===== config.mk =====
export PLATFORM = sky130hd
export DESIGN_NAME = anubis_round_ctrl
export DESIGN_NICKNAME = d
export VERILOG_FILES = /design/src/rtl/anubis_round_ctrl.sv
export SDC_FILE = /design/constraint.sdc
export NUM_CORES = 1
export LEC_CHECK = 0
export ABC_AREA = 1
export ABC_CLOCK_PERIOD_IN_PS = 1400
export CORE_AREA = 8 8 295 297
export CTS_BUF_LIST = sky130_fd_sc_hd__clkbuf_16
export DETAILED_ROUTE_END_ITERATION = 8
export DIE_AREA = 0 0 303 305
export GPL_ROUTABILITY_DRIVEN = 0
export PLACE_DENSITY = 0.36
export SYNTH_ARGS = -nofsm -noshare
export SYNTH_HDL_FRONTEND = slang
export SYNTH_SLANG_ARGS = --single-unit

===== constraint.sdc =====
create_clock -name clk -period 1.4 [get_ports clk]
set_clock_uncertainty 0.05 [all_clocks]
set_input_delay 0.28 -clock clk [delete_from_list [all_inputs] [get_ports clk]]
set_output_delay 0.28 -clock clk [all_outputs]
set_load 0.05 [all_outputs]

===== src/rtl/anubis_round_ctrl.sv =====
// Round sequencer for the Anubis cipher datapath.
// Accepts one 128-bit block, then walks the external round function through
// key addition, ROUNDS-1 full rounds and the final round, fetching one round
// key per step. The result is returned over a valid/ready handshake.
// Optional build macro ANUBIS_ROUND_CTRL_ABORT_EN adds an abort input that
// returns the controller to IDLE and clears the state register.
//
// state | meaning
// IDLE  | waiting for an input block, in_ready high
// ROUND | requesting key rk_idx=cnt, applying round function when it arrives
// OUT   | result block presented on data_out until out_ready
module anubis_round_ctrl #(
   parameter int ROUNDS = 12,
   parameter int IDX_W  = 5
) (
   input  logic             clk,
   input  logic             rst_n,
   input  logic             in_valid,
   output logic             in_ready,
   input  logic [127:0]     data_in,
   output logic             rk_req,
   output logic [IDX_W-1:0] rk_idx,
   input  logic             rk_valid,
   input  logic [127:0]     rk,
   output logic [127:0]     rf_state,
   output logic [127:0]     rf_key,
   output logic [1:0]       rf_mode,
   input  logic [127:0]     rf_result,
`ifdef ANUBIS_ROUND_CTRL_ABORT_EN
   input  logic             abort,
`endif
   output logic             out_valid,
   input  logic             out_ready,
   output logic [127:0]     data_out,
   output logic             busy
);

   typedef enum logic [1:0] {
      IDLE  = 2'd0,
      ROUND = 2'd1,
      OUT   = 2'd2
   } state_t;

   localparam logic [IDX_W-1:0] LAST_IDX = IDX_W'(ROUNDS);

   localparam logic [1:0] MODE_KEY_ADD = 2'd0;
   localparam logic [1:0] MODE_FULL    = 2'd1;
   localparam logic [1:0] MODE_FINAL   = 2'd2;

   state_t           state;
   logic [IDX_W-1:0] cnt;
   logic [127:0]     state_reg;
   logic             abort_req;

`ifdef ANUBIS_ROUND_CTRL_ABORT_EN
   assign abort_req = abort;
`else
   assign abort_req = 1'b0;
`endif

   // Sequencer: state, round counter, state register and registered flags.
   // Flags are updated together with the transition so they always match state.
   always_ff @(posedge clk or negedge rst_n) begin
      if (!rst_n) begin
         state     <= IDLE;
         cnt       <= '0;
         state_reg <= '0;
         rk_req    <= 1'b0;
         out_valid <= 1'b0;
         busy      <= 1'b0;
      end else begin
         case (state)
            IDLE: begin
               // abort is meaningless here, so a same-cycle block is still taken
               if (in_valid) begin
                  state     <= ROUND;
                  state_reg <= data_in;
                  cnt       <= '0;
                  rk_req    <= 1'b1;
                  busy      <= 1'b1;
               end
            end
            ROUND: begin
               if (abort_req) begin
                  state     <= IDLE;
                  cnt       <= '0;
                  state_reg <= '0;
                  rk_req    <= 1'b0;
                  out_valid <= 1'b0;
                  busy      <= 1'b0;
               end else if (rk_valid) begin
                  state_reg <= rf_result;
                  if (cnt == LAST_IDX) begin
                     state     <= OUT;
                     rk_req    <= 1'b0;
                     out_valid <= 1'b1;
                  end else begin
                     cnt <= cnt + 1'b1;
                  end
               end
            end
            OUT: begin
               if (abort_req) begin
                  state     <= IDLE;
                  cnt       <= '0;
                  state_reg <= '0;
                  rk_req    <= 1'b0;
                  out_valid <= 1'b0;
                  busy      <= 1'b0;
               end else if (out_ready) begin
                  // result stays visible on data_out after the handshake
                  state     <= IDLE;
                  cnt       <= '0;
                  out_valid <= 1'b0;
                  busy      <= 1'b0;
               end
            end
            default: begin
               state     <= IDLE;
               cnt       <= '0;
               rk_req    <= 1'b0;
               out_valid <= 1'b0;
               busy      <= 1'b0;
            end
         endcase
      end
   end

   // Round function mode decoded from the round counter; never drives 3.
   always_comb begin
      rf_mode = MODE_FULL;
      if (cnt == '0)
         rf_mode = MODE_KEY_ADD;
      else if (cnt == LAST_IDX)
         rf_mode = MODE_FINAL;
   end

   assign in_ready = (state == IDLE);
   assign rk_idx   = cnt;
   assign rf_state = state_reg;
   assign rf_key   = rk;
   assign data_out = state_reg;

endmodule


==> metrics <==
Starting Density 10.45%; Register-to-Register Path Depth 14; max reg flops 128; Switching Fraction 47.47%; CTS buffer count 17; post-placement cell count 2403; Top FF cell, synth dfrtp_1; area of the die 92420 um2; power per cell area 2425 nW/um2; vias in the first global route 9430; Post-synth ARST share 100.0%; Least-Margin Pin Slew ~0.34 ns; top-count cell post-synth nand2_1; Worst setup EP type output pin; reg2reg setup slack -0.45 ns; initial antenna violation count 2; Crit Path Class reg -> out; port bufs 527; Clock Power Share 9.5%; crit-path max FO 3; Fin. Hold Viols 0; TritonCTS clock tree built; post-route setup slack -0.4849 ns; synthesized area per cell 8.298 um2; R2R Path End out_valid; share of the synthesized area in the top cell type between 30% and 40%; H-tree level count 4; Nets 1811; WP data arrival 1.55 ns; fraction of layout cells with a size suffix above 1 between 50% and 60%; Leak 8.088 nW; synthesized netlist cell count approximately 1.0k; VDD IR max 1120 uV; Logic pwr share 71.1%; largest net degree at the start of global routing 51; CP max stage cell dfrtp_2; DR WL/cell approximately 20 um; post-synth net total 1432; DP Wirelength 37.74 mm; Seq/Total Area, Yosys between 30% and 40%; Vias 8569; Slew headroom just under 80%; Tmin final about 1.9 ns; Die Wd 303 um; synth cell count leaders nand2_1 (290), buf_4 (260), dfrtp_1 (138); core area 82630 um2; Warnings, synthesis 0; GRT Total Usage around a tenth; Crit path largest cell delay 0.41 ns; DIE HEIGHT 305 um; reg2reg start rk_idx[1]; end of the critical path rf_mode[1]; Cell Rows 106; final wirelength 50.70 mm; WHS between 0.2 and 0.25 ns; area grow syn2layout 128.8%; Pint approximately 0.025 W; Achievable Freq 530.5 MHz; Post-synth EDFFs 0; worst hold path class in -> async; max-cap violations 0; Final Cycle Share 134.6%; critical path launch point type flip-flop; residual DRC count 0; flops & latches, synth 138; RSZ-0062 raised after global routing true; first-pass GRT wire length a little over 70 mm; Psw 0.02274 W; Finished Layout Cells roughly 2.5k; DRT Pass-1 Iters 4; Synth cell types 18; Clock Path Buffers 2; Clk pin slew, worst setup/hold paths 0.07 ns; Mapped Area 8638 um2; failing checks negative setup slack; Worst path depth 7; crit-path cells inv_2, ha_4, inv_2, nor2_4, nand2_2, clkinvlp_4, buf_12; crit-path leading delay family flip-flops; io pins 784; Synth area leaders dfrtp_1 (40%), buf_4 (23%), nand2_1 (13%); status finished with violations; Critical path buffers and inverters 4; total grt overflow 0; data required time of the critical path 1.07 ns; Worst-Skew Late Latency 0.46 ns; Slew Viols, Final 0; Crit. Startpoint rk_idx[1]; # setup viols final approximately 360; post-route ant nets 0; TritonCTS Sinks 138; Synth area leader dfrtp_1; Vias per Instance around 3.4; CTS root buf clkbuf_16; initial DRC count 217; CP most frequent cell inv_2; share of the core filled with cells 23.92%; Seq pwr share roughly a fifth
==> metal layers <==
layer | share of wire, % | global-route usage [%] | vias up | wire (um)
met5 | 0 | 0 | - | 0
met4 | 3.8 | 4.890 | 0 | 1929
met3 | 10 | 4.750 | 94 | 5239
met2 | 51 | 19.02 | 462 | 26110
met1 | 34 | 10.56 | 4116 | 17430
li1 | - | - | 3897 | -
==> layout by cell type (no fill, tap or decap), types with 2 or more instances in the layout <==
cell type | synthesis | routed
buf_12 | 0 | 293
buf_16 | 0 | 27
buf_4 | 260 | 37
buf_6 | 11 | 25
buf_8 | 0 | 29
clkbuf_16 | 0 | 18
clkdlybuf4s50_1 | 0 | 259
clkinv_1 | 0 | 2
clkinv_2 | 0 | 2
clkinv_4 | 0 | 5
clkinvlp_4 | 0 | 3
dfrtp_1 | 138 | 5
dfrtp_2 | 0 | 133
diode_2 | 0 | 5
inv_1 | 12 | 9
inv_2 | 3 | 5
inv_6 | 0 | 2
nand2_1 | 290 | 223
nand2_2 | 1 | 41
nand2_4 | 0 | 25
nand2_8 | 0 | 2
nand3_1 | 137 | 8
nand3_2 | 0 | 122
nand3_4 | 0 | 7
nand4_1 | 3 | 3
nor2_1 | 10 | 5
nor2_2 | 0 | 3
nor2_4 | 1 | 3
o21a_1 | 128 | 128
==> worst reg2reg max path: cells and delay by family, from the launching register on <==
family	cells	cell delay (ns)
and+or+nand+nor	4	0.31
buffers and inverters	9	0.87
adders and majority gates	1	0.15
DFF	1	0.37
==> per-stage QoR <==
| stage | setup TNS, ns | worst slack, ns | cell area, um2 | total power, W |
|---|---|---|---|---|
| 2_1_floorplan | -27.42 | -0.2273 | 9005 | 0.02488 |
| 3_3_place_gp | -55.49 | -0.4882 | 16700 | 0.03990 |
| 3_5_place_dp | -55.48 | -0.4866 | 16700 | 0.03994 |
| 4_1_cts | -64.91 | -0.5678 | 19680 | 0.04885 |
| 5_1_grt | -69.46 | -0.5952 | 19750 | 0.04999 |
| 6_report | -40.36 | -0.4849 | 19760 | 0.04792 |
==> power by group through the flow <==
stage / logic [W] / clock network [W] / registers [W]
after detailed placement: 0.0309 / 0 / 0.00909
final: 0.0341 / 0.00455 / 0.00929
after global placement: 0.0308 / 0 / 0.00906
after global routing: 0.0354 / 0.00501 / 0.00957
after floorplan: 0.0125 / 0 / 0.0124
after CTS: 0.0346 / 0.00487 / 0.00940
==> kinds of logic after synthesis <==
kind of cell	share of synthesized area [%]
buf+inv	26.91
fa+ha+maj	0.2896
compound gates	11.24
flops	39.98
simple gates	21.48
xor+xnor	0.1014
==> final cells by class <==
cell class              count  area, um2
well taps                1080       1351
repair buffers            672      10230
fillers                  8836      62870
inverters                  15      76.32
clock buffers              17      425.4
clock inverters            15      127.6
multi-input cells         576       3918
flip-flops and latches    138       3620
diodes                      5      12.51
==> worst min-delay path by stage <==
stage               cells after the start  startpoint            to  slack (ns)
finish                                  2       rst_n  data_out[73]        0.22
global route                            2       rst_n  data_out[73]        0.17
CTS                                     2       rst_n  data_out[73]        0.14
detailed placement                      1       rst_n  data_out[30]        0.09
global placement                        1       rst_n  data_out[30]        0.09
floorplan                               0       rst_n          busy       -0.07
==> what timing repair did <==
item,CTS,global route
hold endpoints to repair,138,0
gates cloned,29,1
pin swaps,25,26
resized for setup,382,67
setup endpoints to repair,401,404
hold buffers,1,0
setup buffers,45,16
(Power assumes the default switching activity.)
